<file path="src/rtl/sram_req_adapter.sv">
// -----------------------------------------------------------------------------
// sram_req_adapter
//
// Valid/ready request front end for sram_wrapper. Each accepted request is
// held for one cycle in the issue stage S1 and then driven onto RW0_*. The
// write data leaves one cycle earlier, in the accept cycle, because the
// wrapper registers RW0_wdata before the macro sees it. Read returns are
// tracked with a RD_LAT-deep valid shift register. They land in a response
// FIFO. A credit counter keeps the FIFO from overflowing, so back-pressure on
// rsp_ready never loses data.
//
// Optional feature: define SRAM_ADAPTER_WACK_EN to make writes consume a
// credit and return a zero-data response, in order with reads.
//
// Ports
//   RW0_clk, RW0_rst_n         clock (rising edge), sync active-low reset
//   req_valid/req_ready        request handshake
//   req_write/addr/wdata       request payload (1 = write)
//   rsp_valid/rsp_ready        response handshake
//   rsp_rdata                  response data (FIFO head)
//   RW0_addr/wdata/en/wmode    to wrapper
//   RW0_rdata                  from wrapper, valid RD_LAT cycles after RW0_en
// -----------------------------------------------------------------------------
module sram_req_adapter #(
  parameter int ADDR_W    = 10,
  parameter int DATA_W    = 16,
  parameter int RD_LAT    = 2,
  parameter int RSP_DEPTH = 6
) (
  input  logic              RW0_clk,
  input  logic              RW0_rst_n,
  input  logic              req_valid,
  output logic              req_ready,
  input  logic              req_write,
  input  logic [ADDR_W-1:0] req_addr,
  input  logic [DATA_W-1:0] req_wdata,
  output logic              rsp_valid,
  input  logic              rsp_ready,
  output logic [DATA_W-1:0] rsp_rdata,
  output logic [ADDR_W-1:0] RW0_addr,
  output logic [DATA_W-1:0] RW0_wdata,
  output logic              RW0_en,
  output logic              RW0_wmode,
  input  logic [DATA_W-1:0] RW0_rdata
);

  localparam int CNT_W = $clog2(RSP_DEPTH + 1);
  localparam int PTR_W = (RSP_DEPTH > 1) ? $clog2(RSP_DEPTH) : 1;
  localparam logic [CNT_W-1:0] DEPTH_C  = CNT_W'(RSP_DEPTH);
  localparam logic [PTR_W-1:0] PTR_LAST = PTR_W'(RSP_DEPTH - 1);

  typedef struct packed {
    logic              vld;
    logic              write;
    logic [ADDR_W-1:0] addr;
  } iss_t;

  // issue stage
  iss_t s1_q, s1_d;

  // read-return tracking
  logic [RD_LAT-1:0] vld_pipe_q, vld_pipe_d;
`ifdef SRAM_ADAPTER_WACK_EN
  logic [RD_LAT-1:0] wack_pipe_q, wack_pipe_d;  // slot carries a write ack
`endif

  // credits and response FIFO
  logic [CNT_W-1:0]  credit_q, credit_d;
  logic [DATA_W-1:0] fifo_q [RSP_DEPTH];
  logic [DATA_W-1:0] fifo_d [RSP_DEPTH];
  logic [PTR_W-1:0]  wr_ptr_q, wr_ptr_d;
  logic [PTR_W-1:0]  rd_ptr_q, rd_ptr_d;
  logic [CNT_W-1:0]  cnt_q, cnt_d;

  logic              acc;
  logic              rsp_gen;
  logic              trk_in;
  logic              push;
  logic              pop;
  logic [DATA_W-1:0] push_data;

  // ---------------------------------------------------------------------------
  // Handshake and wrapper-side outputs. Every output is gated by reset, so it
  // reads zero during reset cycles whatever the registers hold.
  // ---------------------------------------------------------------------------
  always_comb begin
    req_ready = RW0_rst_n & (credit_q < DEPTH_C);
    acc       = req_valid & req_ready;
`ifdef SRAM_ADAPTER_WACK_EN
    rsp_gen   = acc;
    trk_in    = s1_q.vld;
`else
    rsp_gen   = acc & ~req_write;
    trk_in    = s1_q.vld & ~s1_q.write;
`endif
    // The data leads the command by a cycle. The wrapper's input register
    // realigns the two.
    RW0_wdata = acc ? req_wdata : '0;
    RW0_en    = RW0_rst_n & s1_q.vld;
    RW0_wmode = RW0_en & s1_q.write;
    RW0_addr  = RW0_en ? s1_q.addr : '0;

    rsp_valid = RW0_rst_n & (cnt_q != '0);
    rsp_rdata = rsp_valid ? fifo_q[rd_ptr_q] : '0;
    pop       = rsp_valid & rsp_ready;

    push      = vld_pipe_q[RD_LAT-1];
    push_data = RW0_rdata;
`ifdef SRAM_ADAPTER_WACK_EN
    if (wack_pipe_q[RD_LAT-1]) push_data = '0;
`endif
  end

  // ---------------------------------------------------------------------------
  // Issue stage and tracking shift register
  // ---------------------------------------------------------------------------
  always_comb begin
    s1_d.vld   = acc;
    s1_d.write = acc & req_write;
    s1_d.addr  = acc ? req_addr : '0;

    vld_pipe_d    = vld_pipe_q << 1;
    vld_pipe_d[0] = trk_in;
`ifdef SRAM_ADAPTER_WACK_EN
    wack_pipe_d    = wack_pipe_q << 1;
    wack_pipe_d[0] = s1_q.vld & s1_q.write;
`endif
  end

  // ---------------------------------------------------------------------------
  // Credits: one per response still owed, in flight or buffered. Capping the
  // count at RSP_DEPTH bounds the FIFO occupancy, so a push never finds it full.
  // ---------------------------------------------------------------------------
  always_comb begin
    credit_d = credit_q;
    if (rsp_gen && !pop)      credit_d = credit_q + CNT_W'(1);
    else if (!rsp_gen && pop) credit_d = credit_q - CNT_W'(1);
  end

  // ---------------------------------------------------------------------------
  // Response FIFO. A push and a pop in the same cycle are independent,
  // including with a single entry. The popped entry is the old head, and the
  // pushed entry goes to the tail slot.
  // ---------------------------------------------------------------------------
  always_comb begin
    fifo_d   = fifo_q;
    wr_ptr_d = wr_ptr_q;
    rd_ptr_d = rd_ptr_q;
    cnt_d    = cnt_q;
    if (push) begin
      fifo_d[wr_ptr_q] = push_data;
      wr_ptr_d = (wr_ptr_q == PTR_LAST) ? '0 : wr_ptr_q + PTR_W'(1);
    end
    if (pop) begin
      rd_ptr_d = (rd_ptr_q == PTR_LAST) ? '0 : rd_ptr_q + PTR_W'(1);
    end
    case ({push, pop})
      2'b10:   cnt_d = cnt_q + CNT_W'(1);
      2'b01:   cnt_d = cnt_q - CNT_W'(1);
      default: cnt_d = cnt_q;
    endcase
  end

  // ---------------------------------------------------------------------------
  // State. Reset drops in-flight tracking bits. Wrapper data that is still on
  // its way back is therefore never pushed.
  // ---------------------------------------------------------------------------
  always_ff @(posedge RW0_clk) begin
    if (!RW0_rst_n) begin
      s1_q        <= '0;
      vld_pipe_q  <= '0;
`ifdef SRAM_ADAPTER_WACK_EN
      wack_pipe_q <= '0;
`endif
      credit_q    <= '0;
      wr_ptr_q    <= '0;
      rd_ptr_q    <= '0;
      cnt_q       <= '0;
      for (int i = 0; i < RSP_DEPTH; i++) fifo_q[i] <= '0;
    end else begin
      s1_q        <= s1_d;
      vld_pipe_q  <= vld_pipe_d;
`ifdef SRAM_ADAPTER_WACK_EN
      wack_pipe_q <= wack_pipe_d;
`endif
      credit_q    <= credit_d;
      wr_ptr_q    <= wr_ptr_d;
      rd_ptr_q    <= rd_ptr_d;
      cnt_q       <= cnt_d;
      fifo_q      <= fifo_d;
    end
  end

endmodule

</file>
<file path="config.mk">
export PLATFORM = sky130hd
export DESIGN_NAME = sram_req_adapter
export DESIGN_NICKNAME = d
export VERILOG_FILES = /design/src/rtl/sram_req_adapter.sv
export SDC_FILE = /design/constraint.sdc
export NUM_CORES = 1
export LEC_CHECK = 0
export ABC_AREA = 1
export CORE_MARGIN = 2
export CORE_UTILIZATION = 40
export DETAILED_ROUTE_END_ITERATION = 10
export DONT_BUFFER_PORTS = 1
export GPL_ROUTABILITY_DRIVEN = 0
export HOLD_SLACK_MARGIN = 0.02
export PLACE_DENSITY = 0.62
export SLEW_MARGIN = 20
export SYNTH_ARGS = -nofsm -noshare
export SYNTH_HDL_FRONTEND = slang
export SYNTH_SLANG_ARGS = --single-unit
</file>
<file path="constraint.sdc">
create_clock -name RW0_clk -period 4.09 [get_ports RW0_clk]
set_input_delay 0.409 -clock RW0_clk [delete_from_list [all_inputs] [get_ports RW0_clk]]
set_output_delay 0.409 -clock RW0_clk [all_outputs]
set_load 0.01 [all_outputs]
</file>
==> results.md, run 1 <==
- Clock Path Buffers: 2
- Synth Area per Inst: between 6 and 7 µm²
- Pre-antenna DRT Iters: 5
- Number of global-route vias before repair: ~4,500
- Yosys cell types: 26
- Overall routing resource usage: between 20% and 30%
- CTS buffer count: 17
- # Post-CTS Setup Buffers: 0
- Final hold viol count: 0
- Gates resized, CTS repair: 0
- Tmin final: between 2 and 3 ns
- Setup tns final: 0 ns
- Dpl hpwl: 8797 µm
- RSZ-0062 raised after global routing: no
- Startpoint types: flip-flop
- Total power: 2.986 mW
- Global route total overflow: 0
- Number of port buffers: 0
- Clk_lat worst skew: ~0.42 ns
- Reg2Reg Setup Slack: between 2 and 2.5 ns
- Setup Crit Path Kind: flip-flop to primary output
- HP Start: req_addr[9]
- Core ar.: 13,770 µm²
- Final period util: 63.22%
- Initial Utilization: approximately 40%
- Clk sinks: 122
- Hold Buf Count CTS: 0
- Layout Nets: 844
- Routed vias: about 5,000
- CTS tree: done
- Die Width: 122.2 µm
- Pins Over Slew Limit: 0
- Number of cell rows: 43
- Vias per inst: between 4 and 5
- Seq/Total Area, Yosys: a little over two fifths
- Fmax: between 300 and 400 MHz
- First-pass GRT wire length: around 23,000 µm
- Die area: 14,940 µm²
- Pleak: approximately 2.6 nW
- Hold Crit Class: input pin to flip-flop
- Tightest Pin Transition: roughly 0.94 ns
- YS warnings: 0
- CTS Root Cell: clkbuf_16
- CP Data Arrival Time: around 2.2 ns
- Final Instance Area: roughly 6200 µm²
- Area of the mapped netlist: roughly 5600 µm²
- Ant. Diodes: 0
- Fillers: 1,480
- Hold Path Cell Cnt: 2
- CTS clk-pin slew, worst paths: around 0.06 ns
- WL/cell: roughly 15 µm
- Setup violations, final: 0
- Initial DRC Count: 415
- Mapped Cells: between 800 and 900
- Routed Antenna Nets: 0
- Pwr dens: ~480 nW/µm²
- R2R cell count: 11
- Worst r2r src: credit_q[1]
- Share of cells above drive strength 1: under 10%
- Slew margin rel.: a little under two fifths
- Status: finished, final reports clean
- Worst EP required: between 3 and 4 ns
- Post-route DRC: 0
- Flip-flop and latch count after synthesis: around 120
- Final WL: between 10,000 and 15,000 µm
- Clock Skews: ~0.0063 ns
- Largest net degree at the start of global routing: ~110
- Die Ht: 122.2 µm
- Worst IR drop on VDD: 0.3089 mV
- Maximum capacitance violations: 0
- Placed cell area: 5587 µm²
- H-tree depth: 4
- RR Endpoint: credit_q[2]
- Area Overhead vs Synth: 11.03%
- Initial antenna violation count: 0
- Worst hold endpoint: s1_q[9]
- Worst setup EP type: primary output
- Syn_nets: ~870
- Crit-path max FO: 16
- Ports: 93
[worst max-delay path: stages, from the launching register on]
cell and delay (ns):
dfxtp_1 0.47, buf_4 0.27, nor2_4 0.40, o211ai_1 0.17, a21oi_1 0.43
[kinds of logic after synthesis]
family	after synthesis	share of synthesized area [%]
xor gates and xnor gates	1	0.1566
buffers and inverters	146	11.50
DFF	122	43.67
and+or+nand+nor	368	26.94
AOI/OAI and AO/OA	176	16.58
adders and majority gates	4	1.163
[metal layers]
metal / global-route usage (%) / wire length [µm] / up-vias
li1: - / - / 2496
met1: 25.19 / 6757 / 2224
met2: 34.76 / 7014 / 147
met3: 5.994 / 885 / 17
met4: 5.460 / 155 / 0
met5: 0 / 0 / -
[sequential cells by signal, indices dropped and copies added (netlist names)]
name,cells
wr_ptr_q,3
fifo_q,96
s1_q,12
cnt_q,3
rd_ptr_q,3
vld_pipe_q,2
credit_q,3
[through the flow]
stage	utilization, %	hold slack [ns]	setup slack, ns	instances
after floorplan	-	0.3905	1.932	817
after global placement	40.56	0.4101	1.938	954
after detailed placement	40.56	0.4084	1.902	954
after CTS	45.09	0.08670	1.496	985
after global routing	45.09	0.09014	1.346	985
final	45.09	0.09555	1.504	985
[cell usage after synthesis]
cell type / instances / share of area [%]
clkbuf_1: 13 / 0.87
dfxtp_1: 122 / 44
a21oi_1: 53 / 4.7
inv_2: 6 / 0.40
a21oi_2: 1 / 0.16
o22ai_1: 2 / 0.22
o21ai_1: 5 / 0.45
o21ai_0: 99 / 8.9
clkinv_2: 4 / 0.36
xor2_1: 1 / 0.16
or2_2: 16 / 1.8
nand3_1: 21 / 1.9
ha_1: 2 / 0.45
nor2_1: 178 / 12
buf_4: 6 / 0.81
o211ai_1: 16 / 2.1
nand2_2: 3 / 0.34
nand2_4: 2 / 0.40
fa_1: 2 / 0.72
inv_1: 88 / 5.9
buf_2: 23 / 2.1
nor2_4: 4 / 0.81
clkbuf_2: 1 / 0.089
nand2_1: 143 / 9.6
nand3_2: 1 / 0.18
buf_6: 5 / 1.0
[power by group]
group	internal, mW	switching [mW]	total, mW
Sequential	1.21	0.00914	1.22
Clock	1.02	0.590	1.61
Combinational	0.0509	0.110	0.161
Total	2.28	0.709	2.99
[placed cells by master (no fill, tap or decap)]
cell,instances
nor2_1,178
nand2_1,143
dfxtp_1,121
o21ai_0,99
inv_1,88
a21oi_1,53
nand3_1,21
clkbuf_16,17
or2_2,16
o211ai_1,16
inv_2,6
clkinv_2,5
o21ai_1,5
clkinvlp_4,5
buf_4,5
nor2_4,4
bufinv_16,4
nand2_2,3
o22ai_1,2
nand2_4,2
fa_1,2
ha_1,2
inv_6,2
clkinv_4,2
nand3_2,1
a21oi_2,1
xor2_1,1
dfxtp_2,1
[layout make-up]
class / count / area [µm²] / area share (%)
multi-input combinational: 549 / 2507 / 40.38
sequential: 122 / 2444 / 39.35
clock buffer: 17 / 425.4 / 6.851
inverter: 98 / 372.9 / 6.004
tap: 180 / 225.2 / 3.627
clock inverter: 14 / 197.7 / 3.184
timing repair buffer: 5 / 37.54 / 0.6045
[how the worst max path moves through the flow]
stage / from / to / slack (ns) / cells after the start
finish: rd_ptr_q[1] / rsp_rdata[1] / 1.50 / 4
global placement: RW0_rst_n / credit_q[2] / 1.94 / 12
CTS: rd_ptr_q[0] / rsp_rdata[1] / 1.50 / 7
global route: rd_ptr_q[0] / rsp_rdata[1] / 1.35 / 7
detailed placement: RW0_rst_n / credit_q[2] / 1.90 / 12
floorplan: RW0_rst_n / credit_q[2] / 1.93 / 13
Power figures use the tool's default switching activity.
==> run 2, diff against run 1 <==
Settings changed: PLACE_DENSITY 0.62 to 0.64.
Clock period 4.09 ns to 2.05 ns, I/O delays scaled along.
==> results.md, run 2 (synthesis gave the netlist of run 1 again) <==
- Initial DRC Count: 385 (was 415)
- Ports: 93 (unchanged)
- Worst setup EP type: primary output (unchanged)
- Dpl hpwl: 8943 µm (was 8797 µm)
- Most frequent cells in the layout: 178 x nor2_1, 143 x nand2_1, 121 x dfxtp_1, 99 x o21ai_0, 88 x inv_1 (unchanged)
- Clk_lat worst skew: 0.42 ns (about the same)
- Largest net degree at the start of global routing: 108 (was 111)
- Number of cell rows: 43 (unchanged)
- CTS tree: done (unchanged)
- Routed Antenna Nets: 0 (unchanged)
- Die Ht: 122.2 µm (unchanged)
- Fillers: 1,411 (was 1,480)
- Number of port buffers: 0 (unchanged)
- Top Registers: fifo_q: 96 flops, s1_q: 12 flops (unchanged)
- Crit-path max FO: 13 (was 16)
- Final Instance Area: 6764 µm² (was 6210 µm²)
- Setup tns final: 0 ns (unchanged)
- Core ar.: 13,770 µm² (unchanged)
- Post-route DRC: 0 (unchanged)
- Vias per inst: 4.908 (was 4.958)
- Worst EP required: 1.85 ns (was 3.68 ns)
- Pins Over Slew Limit: 0 (unchanged)
- Routed vias: 5,114 (was 4,884)
- Pleak: 2.952 nW (was 2.649 nW)
- Share of cells above drive strength 1: 11.73% (was 9.193%)
- CP Data Arrival Time: 1.74 ns (was 2.18 ns)
- Final worst slack: 0.1057 ns (was 1.504 ns)
- CP peak stage delay: 0.40 ns (was 0.47 ns)
- Worst IR drop on VDD: 0.4961 mV (was 0.3089 mV)
- Most frequent CP cell: nand2_1
- Worst slack, placed: 0.1848 ns (was 1.902 ns)
- Layout Nets: 899 (was 844)
- Total power: 5.901 mW (was 2.986 mW)
- CTS clk-pin slew, worst paths: 0.06 ns (about the same)
- CTS buffer count: 17 (unchanged)
- Largest register FFs: 96 (unchanged)
- Die Width: 122.2 µm (unchanged)
- Crit-path slowest cell: dfxtp_2 (was dfxtp_1)
- Die area: 14,940 µm² (unchanged)
- Final period util: 94.84%
- Fin util: 49.11% (was 45.09%)
- Worst-path cell chain: inv_6, clkbuf_16, nand2_1, nand3_1, nand2_1, nand2_1, a21oi_1, buf_4 (was buf_4, nor2_4, o211ai_1, a21oi_1)
- Final WL: 15,140 µm (was 14,810 µm)
- Startpoint types: flip-flop (unchanged)
- Largest register by flop count: fifo_q (unchanged)
- Tmin final: 1.944 ns
- Tightest Pin Transition: 0.6283 ns (was 0.9393 ns)
- RSZ-0062 raised after global routing: no (unchanged)
- CTS Root Cell: clkbuf_16 (unchanged)
- Status: finished, final reports clean (unchanged)
- Maximum capacitance violations: 0 (unchanged)
- Final hold viol count: 0 (unchanged)
- Initial Utilization: 40.61% (unchanged)
- H-tree depth: 4 (unchanged)
- Clock Skews: 0.005586 ns (was 0.006314 ns)
- Placed cell area: 5783 µm² (was 5587 µm²)
- Area Overhead vs Synth: 20.94% (was 11.03%)
- Pwr dens: 872.4 nW/µm² (was 480.9 nW/µm²)
- Setup violations, final: 0 (unchanged)
- Initial antenna violation count: 1 (was 0)
- Commonest non-fill, non-tap cell in the layout: nor2_1 (unchanged)
- First-pass GRT wire length: 23,850 µm (was 23,440 µm)
- Fmax: about 500 MHz
- Hold Crit Class: input pin to flip-flop (unchanged)
- Number of global-route vias before repair: 4,639 (was 4,490)
- Clk sinks: 122 (unchanged)
- Pre-antenna DRT Iters: 5 (unchanged)
- Setup Crit Path Kind: flip-flop to primary output (unchanged)
- WL/cell: 14.52 µm (was 15.04 µm)
- Overall routing resource usage: 20.76% (was 20.42%)
- Slew margin rel.: 57.97% (was 37.38%)
- Global route total overflow: 0 (unchanged)
- Clock Path Buffers: 2 (unchanged)
## run 2: metal layers
metal | GRT usage, % | share of wire, % | wire (µm) | vias up
li1 | - | - | - | 2621
met1 | 25.43 | 45 | 6740 | 2299
met2 | 35.45 | 48 | 7291 | 175
met3 | 5.576 | 6.0 | 905 | 19
met4 | 6.537 | 1.3 | 197 | 0
met5 | 0 | 0 | 0 | -
## run 2: report_power, final
group | internal, mW | switching [mW] | leakage (nW)
Sequential | 2.41 | 0.0187 | 0.987
Combinational | 0.175 | 0.296 | 1.67
Clock | 1.96 | 1.04 | 0.294
Total | 4.55 | 1.36 | 2.95
## run 2: final cells by class
| cell class | instances | area, µm² | area share (%) |
|---|---|---|---|
| Sequential cell | 122 | 2444 | 36.13 |
| Antenna cell | 1 | 2.502 | 0.03700 |
| Timing Repair Buffer | 60 | 609.3 | 9.008 |
| Multi-Input combinational cell | 549 | 2515 | 37.18 |
| Tap cell | 180 | 225.2 | 3.330 |
| Inverter | 98 | 380.4 | 5.623 |
| Clock inverter | 9 | 120.1 | 1.776 |
| Clock buffer | 23 | 467.9 | 6.918 |
## run 2: critical path, delay by kind of cell (launching register included)
family                 cells  cell delay, ns
buffers and inverters      3            0.42
flip-flops                 1            0.40
AND/OR/NAND/NOR            4            0.34
AO/OA/AOI/OAI              1            0.16
## run 2: repair_timing
action,4_1_cts,5_1_grt
gates cloned,0,1
hold buffers,28,0
buffers inserted,3,0
hold endpoints to repair,120,0
endpoints found under the setup margin,5,13
gates resized for setup,3,8
pin swaps,1,0
## run 2: final timing paths
check,startpoint,endpoint,slack (ns),depth (start not counted)
max,rd_ptr_q[0],rsp_rdata[15],0.11,8
min,RW0_rdata[0],fifo_q[64],0.03,2
max reg2reg,cnt_q[0],credit_q[2],0.18,10
min reg2reg,vld_pipe_q[0],vld_pipe_q[1],0.41,2
## run 2: through the flow
step	std cells	hold slack, ns
after global routing	1042	0.05802
final	1042	0.03160
after floorplan	817	0.3172
after CTS	1040	0.02358
after detailed placement	977	0.3162
after global placement	977	0.3105
